--- src/rtl/wide_incdec_pkg.sv ---
// Shared types for the wide counter bank: op codes
// and the response flag bundle.
package wide_incdec_pkg;

    typedef enum logic [1:0] {
        OP_NOP  = 2'd0,
        OP_INC  = 2'd1,
        OP_DEC  = 2'd2,
        OP_LOAD = 2'd3
    } op_code_e;

    // Width-independent part of a response.
    typedef struct packed {
        logic wrap;
        logic err;
    } rsp_flags_t;

endpackage

--- src/rtl/wide_incdec_unit.sv ---
// Full-width add/sub of a zero-extended step with carry/borrow
// out and optional clamp. Ports: cur_i, step_i, dec_i -> res_o, wrap_o.
module wide_incdec_unit
    import wide_incdec_pkg::*;
#(
    parameter int WIDTH    = 95,
    parameter int STEP_W   = 8,
    parameter int SATURATE = 0
) (
    input  logic [WIDTH-1:0]  cur_i,
    input  logic [STEP_W-1:0] step_i,
    input  logic              dec_i,
    output logic [WIDTH-1:0]  res_o,
    output logic              wrap_o
);

    logic [STEP_W-1:0] step_eff;
    logic [WIDTH:0]    ext;
    logic [WIDTH:0]    sum;

    always_comb begin
        // A zero step would make the op a no-op; treat it as 1.
        step_eff = (step_i == '0) ? STEP_W'(1) : step_i;
        ext      = (WIDTH+1)'(step_eff);
        // One extra bit holds carry (INC) or borrow (DEC).
        sum      = dec_i ? ({1'b0, cur_i} - ext)
                         : ({1'b0, cur_i} + ext);
        wrap_o   = sum[WIDTH];
        res_o    = sum[WIDTH-1:0];
        if (SATURATE != 0 && wrap_o) begin
            res_o = dec_i ? '0 : '1;
        end
    end

endmodule

--- src/rtl/wide_incdec_bank.sv ---
// Bank of wide counters with INC/DEC/LOAD, one-entry response register.
// Ports: op_* command (valid/ready), rsp_* response (valid/ready), cnt_zero.
module wide_incdec_bank
    import wide_incdec_pkg::*;
#(
    parameter int WIDTH    = 95,
    parameter int CHANNELS = 4,
    parameter int STEP_W   = 8,
    parameter int SATURATE = 0,
    localparam int CHW = (CHANNELS > 1) ? $clog2(CHANNELS) : 1
) (
    input  logic                clk,
    input  logic                rst_n,
    input  logic                op_valid,
    output logic                op_ready,
    input  logic [CHW-1:0]      op_chan,
    input  logic [1:0]          op_code,
    input  logic                op_post,
    input  logic [STEP_W-1:0]   op_step,
    input  logic [WIDTH-1:0]    op_data,
    output logic                rsp_valid,
    input  logic                rsp_ready,
    output logic [CHW-1:0]      rsp_chan,
    output logic [WIDTH-1:0]    rsp_value,
    output logic                rsp_wrap,
    output logic                rsp_err,
    output logic [CHANNELS-1:0] cnt_zero
);

    logic [WIDTH-1:0]    cnt_q [CHANNELS];
    logic [WIDTH-1:0]    cnt_d [CHANNELS];
    logic [CHANNELS-1:0] zero_q, zero_d;

    logic             rsp_valid_q, rsp_valid_d;
    logic [CHW-1:0]   rsp_chan_q, rsp_chan_d;
    logic [WIDTH-1:0] rsp_value_q, rsp_value_d;
    rsp_flags_t       rsp_flags_q, rsp_flags_d;

    logic             accept, chan_ok, wr_en, nxt_wrap;
    logic             unit_wrap;
    logic [CHW-1:0]   sel;
    logic [WIDTH-1:0] cur, nxt, unit_res;
    op_code_e         code;

    assign op_ready = !rsp_valid_q || rsp_ready;
    assign accept   = op_valid && op_ready;
    assign chan_ok  = {1'b0, op_chan} < (CHW+1)'(CHANNELS);
    assign sel      = chan_ok ? op_chan : '0;
    assign cur      = cnt_q[sel];
    assign code     = op_code_e'(op_code);

    wide_incdec_unit #(
        .WIDTH    (WIDTH),
        .STEP_W   (STEP_W),
        .SATURATE (SATURATE)
    ) u_unit (
        .cur_i  (cur),
        .step_i (op_step),
        .dec_i  (code == OP_DEC),
        .res_o  (unit_res),
        .wrap_o (unit_wrap)
    );

    always_comb begin
        nxt      = cur;
        nxt_wrap = 1'b0;
        wr_en    = 1'b0;
        case (code)
            OP_INC, OP_DEC: begin
                nxt      = unit_res;
                nxt_wrap = unit_wrap;
                wr_en    = 1'b1;
            end
            OP_LOAD: begin
                nxt   = op_data;
                wr_en = 1'b1;
            end
            default: ;
        endcase
    end

    // Zero flags are taken from the post-update value.
    always_comb begin
        cnt_d = cnt_q;
        for (int c = 0; c < CHANNELS; c++) begin
            if (accept && chan_ok && wr_en && sel == CHW'(c)) begin
                cnt_d[c] = nxt;
            end
        end
        for (int c = 0; c < CHANNELS; c++) begin
            zero_d[c] = (cnt_d[c] == '0);
        end
    end

    always_comb begin
        rsp_valid_d = rsp_valid_q;
        rsp_chan_d  = rsp_chan_q;
        rsp_value_d = rsp_value_q;
        rsp_flags_d = rsp_flags_q;
        if (accept) begin
            rsp_valid_d      = 1'b1;
            rsp_chan_d       = op_chan;
            rsp_value_d      = '0;
            if (chan_ok) begin
                rsp_value_d = op_post ? nxt : cur;
            end
            rsp_flags_d.wrap = chan_ok && nxt_wrap;
            rsp_flags_d.err  = !chan_ok;
        end else if (rsp_ready) begin
            rsp_valid_d = 1'b0;
        end
    end

    always_ff @(posedge clk or negedge rst_n) begin
        if (!rst_n) begin
            for (int c = 0; c < CHANNELS; c++) begin
                cnt_q[c] <= '0;
            end
            zero_q      <= '1;
            rsp_valid_q <= 1'b0;
            rsp_chan_q  <= '0;
            rsp_value_q <= '0;
            rsp_flags_q <= '0;
        end else begin
            cnt_q       <= cnt_d;
            zero_q      <= zero_d;
            rsp_valid_q <= rsp_valid_d;
            rsp_chan_q  <= rsp_chan_d;
            rsp_value_q <= rsp_value_d;
            rsp_flags_q <= rsp_flags_d;
        end
    end

    assign rsp_valid = rsp_valid_q;
    assign rsp_chan  = rsp_chan_q;
    assign rsp_value = rsp_value_q;
    assign rsp_wrap  = rsp_flags_q.wrap;
    assign rsp_err   = rsp_flags_q.err;
    assign cnt_zero  = zero_q;

endmodule

--- config.mk ---
export PLATFORM = sky130hd
export DESIGN_NAME = wide_incdec_bank
export DESIGN_NICKNAME = d
export VERILOG_FILES = /design/src/rtl/wide_incdec_pkg.sv /design/src/rtl/wide_incdec_unit.sv /design/src/rtl/wide_incdec_bank.sv
export SDC_FILE = /design/constraint.sdc
export NUM_CORES = 1
export LEC_CHECK = 0
export BUFFER_PORTS_ARGS = -buffer_cell sky130_fd_sc_hd__buf_2
export CAP_MARGIN = 20
export CORE_ASPECT_RATIO = 1.2
export CORE_MARGIN = 8
export CORE_UTILIZATION = 35
export DETAILED_ROUTE_END_ITERATION = 16
export GPL_TIMING_DRIVEN = 0
export MAX_ROUTING_LAYER = met4
export PLACE_DENSITY = 0.6
export SYNTH_ARGS = -nofsm -noshare
export SYNTH_HDL_FRONTEND = slang
export SYNTH_SLANG_ARGS = --single-unit
--- constraint.sdc ---
create_clock -name clk -period 7.55 [get_ports clk]
set_input_delay 1.1325 -clock clk [delete_from_list [all_inputs] [get_ports clk]]
set_output_delay 1.1325 -clock clk [all_outputs]
set_load 0.01 [all_outputs]
# --- Word level (Yosys, flattened, before mapping) ---
# Cells that the tools add are included.
word_totals:
  regBits: 483
  input_bits: 112
  output_inout_bits: 105
  wordCells: 51
op_classes:
  addsub: 2
  order_cmp: 1
  eq_ne: 6
  n_mux: 15
  bitwise_logic: 1
  reduce_logical: 17
op_table:
  columns: ["op", "n"]
  rows:
  - ["$mux 95", 7]
  - ["$logic_not 95->1", 4]
  - ["$bmux 95 s2", 1]
  - ["$pmux 95 s2", 1]
  - ["$add 95x8->96", 1]
  - ["$mux 96", 1]
  - ["$sub 95x8->96", 1]
  - ["$eq 2x2->1 const B", 4]
  - ["$logic_not 8->1", 1]
  - ["$mux 8", 1]
  - ["$logic_and 1x1->1", 6]
  - ["$eq 2x1->1 const B", 2]
  - ["$mux 1", 4]
  - ["$ge 3x3->1 const B", 1]
  - ["$not 2->3", 1]
  - ["$reduce_or 3->1", 1]
  - ["$logic_not 2->1", 1]
  - ["$reduce_bool 2->1", 1]
  - ["$reduce_or 2->1", 1]
  - ["$logic_not 1->1", 1]
  - ["$logic_or 1x1->1", 1]

# --- Logic depth before layout (Yosys ltp) ---
depth:
  word_depth: 9
  depth_mapped: 31
  mapped_depth_nobuf: 22

# --- Cells and area by module ---
# Synthesis repeated with hierarchy kept, for this count alone.
hier_totals:
  hier_cells: 3237
  hier_area_um2: 28614.9
modules_own_cells:
  columns: ["module", "n_inst", "cells_each", "area_each_um2", "seq_area_each_um2"]
  rows:
  - ["wide_incdec_bank", 1, 2280, 22436.5, 12091.6]
  - ["wide_incdec_unit", 1, 957, 6178.4, 0.0]

# --- Least setup slack after synthesis ---
# Ideal clock, no wire load.
synth_path:
  path_type: "input to register"
  start: "in op_chan[0]"
  end: "reg zero_q[2] (netlist: cnt_zero[2])"
  setup_time_ns: 0.075
  arrival_ns: 8.966
  t_required_ns: 7.475
  slack_ns: -1.492
  cell_stages: 26
  path_buffers: 9
  path_cell_list: "buf_6 > buf_6 > buf_6 > buf_4 > buf_1 > clkbuf_1 > clkbuf_1 > buf_1 > mux4_2 > ha_1 > clkbuf_1 > o21a_1 > o31a_1 > o21a_1 > or3_1 > a32oi_1 > o21ai_1 > or4_1 > a2111o_1 > nor4_1 > or4b_2 > or4_1 > nor3_1 > nand4_1 > or4_1 > nor3_2"
synth_rtl:
  columns: ["item", "line_no", "text"]
  rows:
  - ["from (decl)", "wide_incdec_bank.sv:16", "input logic [CHW-1:0] op_chan,"]
  - ["to (signal assigned)", "wide_incdec_bank.sv:126", "zero_q <= zero_d;"]
  - ["to (decl)", "wide_incdec_bank.sv:32", "logic [CHANNELS-1:0] zero_q, zero_d;"]

# --- Final worst setup path ---
layout_path:
  start: "in op_code[1]"
  end: "reg zero_q[3] (netlist: cnt_zero[3])"
layout_via:
  elab_chain_cells: 7
  elab_cells_between_ends: 12
  classes_between: "3 x eq/ne; 4 x mux; 5 x reduce/logical"
layout_lines:
  columns: ["item", "line_no", "text"]
  rows:
  - ["from (decl)", "wide_incdec_bank.sv:17", "input logic [1:0] op_code,"]
  - ["$eq 2x2->1 (tied with other cells)", "wide_incdec_bank.sv:68", "case (code)"]
  - ["$reduce_or 3->1 (no source line)", null, null]
  - ["$mux 1", "wide_incdec_bank.sv:68", null]
  - ["$logic_and 1x1->1 (2 in series)", "wide_incdec_bank.sv:86", "if (accept && chan_ok && wr_en && sel == CHW'(c)) begin"]
  - ["$mux 95 *", "wide_incdec_bank.sv:86", null]
  - ["$logic_not 95->1 *", "wide_incdec_bank.sv:91", "zero_d[c] = (cnt_d[c] == '0);"]
  - ["net zero_d[3]", "wide_incdec_bank.sv:32", null]
# Mark *: on every way through the listed nets, which the timed path passes. The rest lies on a longest branch.
# A chain may end at the register's enable or synchronous reset.

==> run_results.csv <==
group,metric,value,unit
global_route,overflow,0,
die,die-area,108000,um2
placement,routabilityCongestion,1.10,
global_route,grt_pass1_vias,36400,
timing,setup_viol,24,
clocking,root_buffer,"clkbuf_16",
yosys,synth_nets,4272,
clocking,clk_pin_slew,60,ps
power,vdd_drop_max,0.185,mV
timing,hold_viol,0,
die,pin_count,217,
clocking,clock_sinks,483,
yosys,synth_area,34100,um2
yosys,synth_edf_count,0,
outcome,failed_checks,"negative setup slack",
timing,fin_worst_skew,34.1,ps
power,p_leak,17.6,nW
route,wl_per_cell,38.2,um
critical_path,r2r_start,"rsp_valid",
die,rows,125,
clocking,cts_buffers,54,
critical_path,arrival,8440,ps
global_route,grt_max_degree,115,
yosys,yosys_warnings,0,
power,p_per_area,357,nW/um2
yosys,synthTopCellsByArea,"dfrtp_1, nand2_1, o21ai_0",
placement,port_buffers,213,
timing,maxSlewViolCount,0,
placement,place_hpwl,174,mm
timing,fin_tns_setup,-2780,ps
clocking,clk_latency,670,ps
yosys,yosysUniqueCellTypes,119,
yosys,synth_top_area_cell,"dfrtp_1",
route,drc,0,
outcome,outcome,"complete, but fails checks",
timing,tightest_slew,1320,ps
clocking,hold_buffers,0,
global_route,grt_first_pass_wirelength,297,mm
critical_path,endpoint_kind,"flip-flop",
placement,dpl.cell_count,5593,
yosys,synth-seq-cells,483,
route,drt-total-wl,221,mm
clocking,cts_max_path_buffers,3,
critical_path,cp_max_fo,10,
critical_path,path_class,"input port to flip-flop",
yosys,syn_avg_cell_area,8.36,um2
route,drtPass1Iterations,9,
yosys,postSynth.asyncResetShare,100,%
route,num_vias,39000,
yosys,synth_top_area_share,35.2,%
final_layout,synthToLayoutAreaGrowth,23.1,%
final_layout,multi_input_area,22100,um2
timing,fin_crit_sh,104,%
critical_path,required,8120,ps
timing,fin_ws,-325,ps
timing,whs,397,ps
yosys,ys_seq_area_share,35.5,%
timing,fmax,127,MHz
power,fin_total_pwr,15.0,mW
global_route,antenna_found_initial,21,
route,viasPerCell,6.76,
die,die_w,301,um
final_layout,fin_area,41900,um2
clocking,h-tree-depth,2,
flow_run,cap_violations,0,
final_layout,nFillCells,9756,
critical_path,start_kind,"input port",
final_layout,layout-drive-gt1-share,20.5,%
yosys,synthCells,4075,
clocking,cts_tree,"yes",
final_layout,layout.nets,4644,
die,core,96700,um2
timing,relSlewSlack,11.8,%
final_layout,final-seq-area,12100,um2
global_route,grt_usage,40.3,%
timing,grt_setup_unrepaired,"yes",
die,die_h,358,um
route,postRouteAntennaNets,0,
route,drt_iter0_drc,6322,
timing,period_minus_slack,7870,ps
die,start_util,35.2,%
final_layout,final_cell_count_no_fill,5773,
min_path,hold_path.class,"input port to asynchronous set/reset pin",
placement,place_area,37400,um2
critical_path,worstSetupStartpoint,"op_code[1]",
yosys,synth_ff_type,"dfrtp_1",
[cells in the mapped netlist, drive strengths merged (28+ instances only)]
cell,number
nand3,82
o21ai,509
o211ai,31
a211oi,32
buf,68
a21o,50
mux4,91
clkbuf,233
a22oi,28
nor4,57
nand2,734
a31oi,65
xnor2,69
and3,43
ha,84
nand4,66
mux2,31
dfrtp,479
or4,36
a21oi,224
or3,49
inv,52
nor2,285
mux2i,41
o21a,33
nand2b,31
nor3,107
[worst paths after layout]
check | to | slack, ps | depth (start not counted)
setup / recovery | cnt_zero[3] | -320 | 18
hold reg to reg | rsp_value[22] | 470 | 2
setup reg to reg | cnt_q[95] | 790 | 14
max in group asynchronous | cnt_zero[2] | 4900 | 5
hold / removal | cnt_q[288] | 400 | 1
min in group clk | rsp_value[22] | 470 | 2
[placed cells by master, fill, tap and decap left out, drive strengths merged, types with 66 or more instances in the layout]
cell	n
nand2	734
o21ai	510
dfrtp	479
buf	406
nor2	285
clkbuf	278
a21oi	225
nor3	107
mux4	91
ha	84
nand3	82
xnor2	69
nand4	66
[state kept, by name, summed over array words and instances, names as in the netlist]
name and cells:
cnt_q 380, rsp_value 95, rsp_valid 1, rsp_chan 2, cnt_zero 4, rsp_wrap 1
[stage by stage]
| stage | utilization (%) | setup WS (ps) |
|---|---|---|
| after floorplan | - | 12.0 |
| after global placement | 38.2 | -5760 |
| after detailed placement | 38.7 | -3960 |
| after CTS | 42.5 | -287 |
| after global routing | 43.4 | -252 |
| final | 43.4 | -325 |
[critical path, cell delays in order]
cell and delay [ps]:
buf_2 120, inv_1 50, ha_1 280, clkbuf_1 610
clkbuf_2 540, clkbuf_1 730, clkbuf_2 540, clkdlybuf4s15_2 670
clkbuf_1 780, clkbuf_2 650, a22oi_1 370, a21oi_2 690
a211oi_2 170, and4_1 340, nand4_1 180, nor2_1 60
a41oi_1 380, nor3_2 90
[cell type report]
| cell class | instances | area share, % |
|---|---|---|
| clock buffers | 75 | 3.67 |
| plain buffers | 269 | 3.97 |
| multi-input cells | 3240 | 52.6 |
| flip-flops and latches | 483 | 28.8 |
| diodes | 13 | 0.0776 |
| repair buffers | 346 | 5.67 |
| clock inverters | 24 | 0.821 |
| inverters | 53 | 0.504 |
| well taps | 1270 | 3.79 |
[routing by layer]
layer  track usage (%)  vias to the layer above  wire [um]
li1                  -                    15900          -
met1              50.3                    19400      83500
met2              57.6                     2899      91900
met3              9.95                      797      26200
met4              26.8                        0      19200
met5                 -                        -          0
[report_power, final]
group,leakage [nW],internal (mW),switching [mW]
Clock,0.921,1.64,1.24
Sequential,6.12,3.45,0.745
Combinational,10.5,2.55,5.32
[kinds of logic (layout without fill, tap and decap cells)]
family,after synthesis,in the layout,synth area share [%]
AO/OA/AOI/OAI,1266,1268,23.7
XOR/XNOR,82,82,2.23
adder cells (fa/ha/maj),96,96,3.47
buffers and inverters,354,767,4.14
flip-flops,483,483,35.5
multiplexers,163,163,8.30
other,1,14,0.0110
AND/OR/NAND/NOR,1630,1630,22.6
[timing repair]
item,CTS,global route
pin swaps,46,37
setup buffers,67,30
cloned,0,2
endpoints found under the setup margin,303,47
resized for setup,279,138
No activity file was read; power rests on OpenSTA's default activity.
